### src/rtl/jtdd_objdma.sv
// -----------------------------------------------------------------------------
// jtdd_objdma
//
// Once per frame, on the falling edge of LVBL, this block asks the main CPU for
// its bus. When the bus is granted it walks the shared work RAM from word
// {4'hf, 0} to {4'hf, LEN-1} and copies each byte into a local object buffer.
// The object scan engine reads that buffer during active display through a
// separate port.
//
// Everything except the scan read port advances only on clk edges where cen=1.
//
// Optional build macro:
//   JTDD_OBJDMA_DBLBUF_EN : two buffer banks. The copy fills the hidden bank and
//                           the banks swap only after a complete copy, so the
//                           scan side never sees a partial table. Without the
//                           macro there is a single bank and the scan side sees
//                           the table change while it is being copied.
//
// Ports:
//   clk, rst     system clock, asynchronous active-high reset
//   cen          6 MHz clock enable shared with the work RAM
//   LVBL         vertical blank, active low
//   bus_req      bus request to the main CPU
//   bus_ack      bus granted (BA && BS)
//   blcnten      high while obj_AB drives the shared RAM address
//   obj_AB       shared RAM read address (RAM word {4'hf, obj_AB})
//   ram_dout     shared RAM read data, valid one cen after obj_AB
//   scan_addr    object engine read address
//   scan_dout    object buffer data, one clk after scan_addr
//   dma_busy     high outside IDLE
//   dma_done     one-cen pulse after a complete copy
//   dma_err      sticky abort flag, cleared by the next complete copy
// -----------------------------------------------------------------------------
module jtdd_objdma #(
    parameter int LEN     = 512,
    parameter int TIMEOUT = 255
) (
    input  logic       clk,
    input  logic       rst,
    input  logic       cen,
    input  logic       LVBL,
    output logic       bus_req,
    input  logic       bus_ack,
    output logic       blcnten,
    output logic [8:0] obj_AB,
    input  logic [7:0] ram_dout,
    input  logic [8:0] scan_addr,
    output logic [7:0] scan_dout,
    output logic       dma_busy,
    output logic       dma_done,
    output logic       dma_err
);

    localparam logic [8:0] LAST_ADDR = 9'(LEN - 1);
    localparam logic [9:0] LAST_CYC  = 10'(LEN - 1);
    localparam logic [7:0] TMO_LIMIT = 8'(TIMEOUT);

    typedef enum logic [1:0] {
        IDLE = 2'd0,
        REQ  = 2'd1,
        COPY = 2'd2,
        DONE = 2'd3
    } state_t;

    state_t     state_r, state_nx_s;
    logic       last_lvbl_r;
    logic       trigger_s;
    logic [7:0] tmo_cnt_r, tmo_cnt_nx_s;
    logic [9:0] cyc_r, cyc_nx_s;
    logic       pend_valid_r, pend_valid_nx_s;
    logic [8:0] pend_addr_r, pend_addr_nx_s;
    logic       bus_req_nx_s;
    logic       blcnten_nx_s;
    logic [8:0] obj_ab_nx_s;
    logic       dma_done_nx_s;
    logic       dma_err_nx_s;
    logic       buf_we_s;

    // last_lvbl_r is only refreshed on cen, so the edge is seen for exactly one cen
    assign trigger_s = last_lvbl_r & ~LVBL;

    // State register
    always_ff @(posedge clk or posedge rst) begin
        if (rst) begin
            state_r <= IDLE;
        end else if (cen) begin
            state_r <= state_nx_s;
        end
    end

    // Next-state and next-value logic for the whole copy engine
    always_comb begin
        state_nx_s      = state_r;
        tmo_cnt_nx_s    = tmo_cnt_r;
        cyc_nx_s        = cyc_r;
        pend_valid_nx_s = pend_valid_r;
        pend_addr_nx_s  = pend_addr_r;
        bus_req_nx_s    = bus_req;
        blcnten_nx_s    = blcnten;
        obj_ab_nx_s     = obj_AB;
        dma_done_nx_s   = 1'b0;
        dma_err_nx_s    = dma_err;
        buf_we_s        = 1'b0;
        case (state_r)
            IDLE: begin
                if (trigger_s) begin
                    state_nx_s   = REQ;
                    bus_req_nx_s = 1'b1;
                    tmo_cnt_nx_s = 8'd0;
                end else begin
                    state_nx_s = IDLE;
                end
            end
            REQ: begin
                if (bus_ack) begin
                    state_nx_s      = COPY;
                    blcnten_nx_s    = 1'b1;
                    obj_ab_nx_s     = 9'd0;
                    cyc_nx_s        = 10'd0;
                    pend_valid_nx_s = 1'b0;
                end else if ((tmo_cnt_r + 8'd1) == TMO_LIMIT) begin
                    state_nx_s   = IDLE;
                    tmo_cnt_nx_s = tmo_cnt_r + 8'd1;
                    bus_req_nx_s = 1'b0;
                    dma_err_nx_s = 1'b1;
                end else begin
                    tmo_cnt_nx_s = tmo_cnt_r + 8'd1;
                end
            end
            COPY: begin
                if (!bus_ack) begin
                    // Grant lost: drop the bus now; the write still in flight is lost
                    state_nx_s      = IDLE;
                    blcnten_nx_s    = 1'b0;
                    bus_req_nx_s    = 1'b0;
                    dma_err_nx_s    = 1'b1;
                    pend_valid_nx_s = 1'b0;
                end else begin
                    // ram_dout now holds the byte for the address issued two cen ago
                    buf_we_s = pend_valid_r;
                    if (obj_AB != LAST_ADDR) begin
                        obj_ab_nx_s = obj_AB + 9'd1;
                    end else begin
                        obj_ab_nx_s = obj_AB;
                    end
                    cyc_nx_s = cyc_r + 10'd1;
                    // Capture the address whose data the RAM is registering on this edge
                    if (cyc_r <= LAST_CYC) begin
                        pend_valid_nx_s = 1'b1;
                        pend_addr_nx_s  = obj_AB;
                    end else begin
                        pend_valid_nx_s = 1'b0;
                    end
                    if (pend_valid_r && (pend_addr_r == LAST_ADDR)) begin
                        state_nx_s      = DONE;
                        blcnten_nx_s    = 1'b0;
                        bus_req_nx_s    = 1'b0;
                        pend_valid_nx_s = 1'b0;
                    end else begin
                        state_nx_s = COPY;
                    end
                end
            end
            DONE: begin
                state_nx_s    = IDLE;
                dma_done_nx_s = 1'b1;
                dma_err_nx_s  = 1'b0;
            end
            default: begin
                state_nx_s = IDLE;
            end
        endcase
    end

    // Datapath and output registers of the copy engine
    always_ff @(posedge clk or posedge rst) begin
        if (rst) begin
            last_lvbl_r  <= 1'b0;
            tmo_cnt_r    <= 8'd0;
            cyc_r        <= 10'd0;
            pend_valid_r <= 1'b0;
            pend_addr_r  <= 9'd0;
            bus_req      <= 1'b0;
            blcnten      <= 1'b0;
            obj_AB       <= 9'd0;
            dma_busy     <= 1'b0;
            dma_done     <= 1'b0;
            dma_err      <= 1'b0;
        end else if (cen) begin
            last_lvbl_r  <= LVBL;
            tmo_cnt_r    <= tmo_cnt_nx_s;
            cyc_r        <= cyc_nx_s;
            pend_valid_r <= pend_valid_nx_s;
            pend_addr_r  <= pend_addr_nx_s;
            bus_req      <= bus_req_nx_s;
            blcnten      <= blcnten_nx_s;
            obj_AB       <= obj_ab_nx_s;
            dma_busy     <= (state_nx_s != IDLE);
            dma_done     <= dma_done_nx_s;
            dma_err      <= dma_err_nx_s;
        end
    end

`ifdef JTDD_OBJDMA_DBLBUF_EN
    logic       bank_r;
    logic [7:0] buf_mem [0:1023];
    logic [9:0] wr_idx_s;
    logic [9:0] rd_idx_s;

    // The copy fills the bank the scan side is not looking at
    assign wr_idx_s = {~bank_r, pend_addr_r};
    assign rd_idx_s = {bank_r, scan_addr};

    // Bank swap only after a complete copy; aborted copies stay hidden
    always_ff @(posedge clk or posedge rst) begin
        if (rst) begin
            bank_r <= 1'b0;
        end else if (cen && (state_r == DONE)) begin
            bank_r <= ~bank_r;
        end
    end
`else
    logic [7:0] buf_mem [0:511];
    logic [8:0] wr_idx_s;
    logic [8:0] rd_idx_s;

    assign wr_idx_s = pend_addr_r;
    assign rd_idx_s = scan_addr;
`endif

    // Object buffer write port, fed only by the copy pipeline
    always_ff @(posedge clk) begin
        if (cen && buf_we_s) begin
            buf_mem[wr_idx_s] <= ram_dout;
        end
    end

    // Scan read port: ungated by cen; a same-edge write returns the old byte
    always_ff @(posedge clk or posedge rst) begin
        if (rst) begin
            scan_dout <= 8'd0;
        end else begin
            scan_dout <= buf_mem[rd_idx_s];
        end
    end

endmodule
### config.mk
export PLATFORM = sky130hd
export DESIGN_NAME = jtdd_objdma
export DESIGN_NICKNAME = d
export VERILOG_FILES = /design/src/rtl/jtdd_objdma.sv
export SDC_FILE = /design/constraint.sdc
export NUM_CORES = 2
export LEC_CHECK = 0
export CORE_MARGIN = 4
export CORE_UTILIZATION = 50
export CTS_CLUSTER_DIAMETER = 60
export DETAILED_ROUTE_END_ITERATION = 7
export GPL_ROUTABILITY_DRIVEN = 0
export PLACE_DENSITY = 0.71
export SETUP_SLACK_MARGIN = 0.02
export SYNTH_ARGS = -nofsm -noshare
export SYNTH_HDL_FRONTEND = slang
export SYNTH_SLANG_ARGS = --single-unit
export TNS_END_PERCENT = 1
### constraint.sdc
create_clock -name clk -period 3.15 [get_ports clk]
set_input_delay 0.4725 -clock clk [delete_from_list [all_inputs] [get_ports clk]]
set_output_delay 0.4725 -clock clk [all_outputs]
set_load 0.005 [all_outputs]
* Word level (Yosys, flattened, before mapping)
Memory sizes are Yosys's and may differ from the RTL's. A register that Yosys moved wholly into a read port is not among the register bits.
Cells that the tools add are included.
Widths: inputs -> output; s select.
** Storage, ports and cells
- Register bits :: 45
- Memories kept :: 1
- Input bits :: 22
- Logic and storage cells :: 87
- Memory bits (writable) :: 4096
** Cells by class
- Multiplexer cells :: 38
- Eq/ne operators :: 14
- $lt $le $gt $ge :: 1
- Bitwise logic cells :: 2
- Reduce and logical (&&, ||, !) cells :: 16
- Add/subtract/negate cells :: 3
** Memory list
- buf_mem :: depth 512, bits a word 8, read ports 1, clocked after Yosys merged registers in 1, write ports 1, line 223 : logic [7:0] buf_mem [0:511];
** Operator list (number)
- $mux 9 :: 3
- $mux 1 :: 20
- $mux 10 :: 2
- $pmux 10 s2 :: 1
- $pmux 9 s2 :: 1
- $mux 8 :: 2
- $pmux 8 s2 :: 1
- $reduce_and 4->1 :: 4
- $ne 2x2->1 const B :: 7
- $add 10x1->10 const B :: 1
- $le 10x9->1 const B :: 1
- $reduce_and 5->1 :: 2
- $add 9x1->9 const B :: 1
- $eq 9x9->1 const B :: 1
- $ne 9x9->1 const B :: 1
- $add 8x1->8 const B :: 1
- $eq 8x8->1 const B :: 1
- $pmux 2 s4 :: 1
- $mux 2 :: 3
- $pmux 1 s3 :: 2
- $reduce_and 6->1 :: 1
- $reduce_bool 2->1 :: 3
- $reduce_bool 3->1 :: 2
- $eq 2x2->1 const B :: 2
- other kinds (8) :: 10

* Longest topological paths before layout
- Depth after elaboration :: 6
- Gate-level depth with buffers :: 13
- Depth with buffers taken out :: 10

* Worst setup path before layout
Ideal clock, no wire load.
- Path kind :: register to register
- From :: register state_r[0]
- To :: memory buf_mem[130][0], enable pin
- Slack :: 603 ps
- Stages on the path, launching flop included :: 9
- Setup time :: 370 ps
- Clock period less this slack :: 2547 ps
- Arrival time :: 2177 ps
- Path buffers :: 2
- Cell sequence :: dfrtp_1 -> inv_1 -> ha_1 -> clkbuf_1 -> nand4_1 -> nor3b_1 -> nand2_1 -> clkbuf_1 -> nor2_1
** On the way
- Word-level cells in the longest chain between the ends :: 5
** RTL lines
- start: declaration :: line 65 : state_t state_r, state_nx_s;
- start signal: assignment :: line 87 : state_r <= state_nx_s;
- $eq 2x2->1 :: line 104 : case (state_r)
- $mux 1 :: line 104
- $logic_and 1x1->1 :: line 233 : if (cen && buf_we_s) begin
- $mux 1 :: line 233
- $mux 1 (not written as such) :: line 234 : buf_mem[wr_idx_s] <= ram_dout;
- end: declaration :: line 223
No other way between the ends.

==> qor.yml <==
status: "complete, but fails checks"
violations: "setup timing"
crit_type: "reg2reg"
synth_cell_types: 81
ir_drop_v: 0.0005486
cts_buffer_depth: 4
rsz0062_at_grt: "yes"
drt-wirelength-per-cell_um: 30.19
dp.cells: 13710
startpoint_type: "flop"
crit_required_ns: 3.97
dpl.hpwl_um: 285800
htree_levels: 5
drive_gt1_share_pct: 27.84
skew_ns: 0.05493
clock_tree.root_cell: "clkbuf_16"
grt_max_degree: 121
synth_top_area_share_pct: 74.96
min_period_ns: 3.277
endpoint_kind: "flop"
yosysWarnings: 0
final_cells: 14445
die_area_um2: 337400
relSlewSlack_pct: 23.60
powerDensity_nw_per_um2: 594.7
max_slew.worst_pin.slew_ns: 1.145
ff2ff_setup_slack_ns: -0.13
drtAntennaViolNets: 0
dr.first_iter.drc_count: 12317
hold_viol: 0
min_to: "buf_mem[191][3]"
insertion_delay_ns: 0.98
areaGrowthSynthToFinish_pct: 17.43
die_w_um: 580.9
yosysSeqAreaShare_pct: 75.77
clkTransAtPathRegs_ns: 0.06
synthTopCellsByArea: "edfxtp_1 75%, mux4_2 9.0%, mux2i_1 4.2%, nor2_1 1.4%, o221ai_1 1.3%"
syn_inst: 8383
synth_fp_nets: 8414
io_buffers: 43
cap_violations: 0
ys_dominant_reg_cell: "edfxtp_1"
synth_edf_count: 4096
grt_pass1_wl_um: 633900
whs_ns: 0.05308
netlist_area_um2: 164100
grt_usage_pct: 25.49
first_pass_iters: 7
leakagePower_nw: 64.39
wl_um: 436100
fin_crit_sh_pct: 104.0
finalSetupViolCount: 2
yosys.area.top_type: "edfxtp_1"
min_path_type: "in2reg"
avgSynthCellArea_um2: 19.57
cts.sinks: 4149
crit_arrival_ns: 4.09
path_max_fanout: 1
fin_area_um2: 192700
initial_core_util_pct: 50.16
die_h_um: 580.9
r2r_end: "scan_dout[1]"
worst_slack_ns: -0.1267
synth_async_sr_flop_share_pct: 1.277
gr-total-overflow: 0
grt_pass1_vias: 90571
num_rows: 210
ys_ff_latch: 4149
min_delay_path_depth: 1
r2r-start: "buf_mem[331][1]"
utilization_pct: 58.90
cts_buffers: 393
startpoint: "buf_mem[331][1]"
drc: 0
cts_tree: "built"
nNetsFinal: 9797
core_um2: 327100
placed_area_um2: 179800
worstRegToRegCells: 9
post_cts_buffers: 0
vias: 90555
hold_start: "ram_dout[3]"
num_io_pins: 44
via_per_inst: 6.269
fmax_ghz: 0.3052
report.final.slew_viol_count: 0
antenna_found_initial: 15
[logic make-up (layout without fill, tap and decap cells)]
| group | count (synthesis) | after routing | synth area share (%) |
|---|---|---|---|
| multiplexers | 1406 | 1406 | 13.97 |
| XOR/XNOR | 15 | 15 | 0.08007 |
| flip-flops | 4149 | 4149 | 75.77 |
| adder cells (fa/ha/maj) | 9 | 9 | 0.06863 |
| AND/OR/NAND/NOR | 1334 | 1334 | 3.688 |
| other | 0 | 7 | 0 |
| buffers and inverters | 557 | 2266 | 2.394 |
| AO/OA/AOI/OAI | 913 | 913 | 4.030 |
[how the worst max path moves through the flow]
stage | to | slack (ns) | depth (start not counted)
floorplan | buf_mem[130][0] | 0.60 | 8
global placement | scan_dout[0] | -0.79 | 11
detailed placement | scan_dout[0] | -0.80 | 11
CTS | scan_dout[1] | 0.03 | 9
global route | scan_dout[1] | 0.02 | 12
finish | scan_dout[1] | -0.13 | 9
[what timing repair did]
item | CTS | global route
hold buffers | 7 | 0
setup endpoints to repair | 0 | 2
endpoints found under the hold margin | 151 | 0
resized for setup | 0 | 1
[layout by cell type (no fill, tap or decap), types with 69 or more instances in the layout]
cell,n
o21ai_0,100
nor3_1,178
mux4_2,658
clkinv_2,81
buf_12,190
clkinv_1,79
mux2i_1,685
nand2_1,231
a211oi_1,71
clkbuf_1,69
edfxtp_1,4096
a21oi_1,132
clkbuf_16,398
o22ai_1,162
o221ai_1,252
buf_4,1292
nor4_1,90
nor2_1,603
[through the flow]
stage                     power (W)  setup slack (ns)  TNS, ns
final                        0.1146           -0.1267  -0.1392
after global routing         0.1177           0.02031        0
after global placement      0.06831           -0.7925   -5.026
after floorplan             0.06511            0.6026        0
after detailed placement    0.06844           -0.8045   -5.231
after CTS                    0.1150           0.02982        0
[per-layer routing]
| metal | vias to the layer above | track usage (%) | part of all wire (%) |
|---|---|---|---|
| li1 | 37406 | - | - |
| met1 | 46453 | 34.61 | 36 |
| met2 | 5728 | 40.15 | 47 |
| met3 | 962 | 6.197 | 12 |
| met4 | 6 | 9.930 | 4.5 |
| met5 | - | 0 | 0.011 |
[final cells by class]
type | instances | area [µm²]
clock buffer | 469 | 10250
fill | 22772 | 134400
timing repair buffer | 1532 | 14070
multi-input combinational | 3677 | 35980
inverter | 13 | 58.81
sequential | 4149 | 124300
tap | 4346 | 5438
antenna | 7 | 17.52
clock inverter | 252 | 2540
[where the power goes]
part | total [W] | internal (W) | switching [W] | leakage, nW
clock network | 0.0472 | 0.0268 | 0.0204 | 6.24
registers | 0.0608 | 0.0607 | 0.000155 | 37.5
logic | 0.00654 | 0.00254 | 0.00400 | 20.6
total | 0.115 | 0.0900 | 0.0246 | 64.4
[Yosys cell counts, types with 53 or more instances]
| master | number |
|---|---|
| nor3_1 | 179 |
| dfrtp_1 | 53 |
| buf_2 | 93 |
| buf_12 | 60 |
| clkbuf_1 | 259 |
| mux2i_1 | 685 |
| nand2_1 | 247 |
| mux4_2 | 658 |
| edfxtp_1 | 4096 |
| o22ai_1 | 162 |
| o221ai_1 | 252 |
| o21ai_0 | 100 |
| a21oi_1 | 132 |
| nor4_1 | 90 |
| nor2_1 | 604 |
| a211oi_1 | 71 |
[flip-flops by register name (all words and copies together) (netlist names)]
| signal | cells |
|---|---|
| blcnten | 1 |
| buf_mem | 4096 |
| bus_req | 1 |
| cyc_r | 10 |
| dma_busy | 1 |
| dma_done | 1 |
| dma_err | 1 |
| last_lvbl_r | 1 |
| obj_AB | 9 |
| pend_addr_r | 9 |
| pend_valid_r | 1 |
| scan_dout | 8 |
| state_r | 2 |
| tmo_cnt_r | 8 |
[critical path, cell delays in order, from the launching register on]
cell	delay (ns)
edfxtp_1	0.36
mux4_2	0.49
o21a_1	0.18
a211oi_1	0.70
buf_4	0.23
nor4_1	0.05
nand4_1	0.18
nand4_1	0.47
buf_4	0.32
and4_1	0.14
No activity file was read; power rests on OpenSTA's default activity.
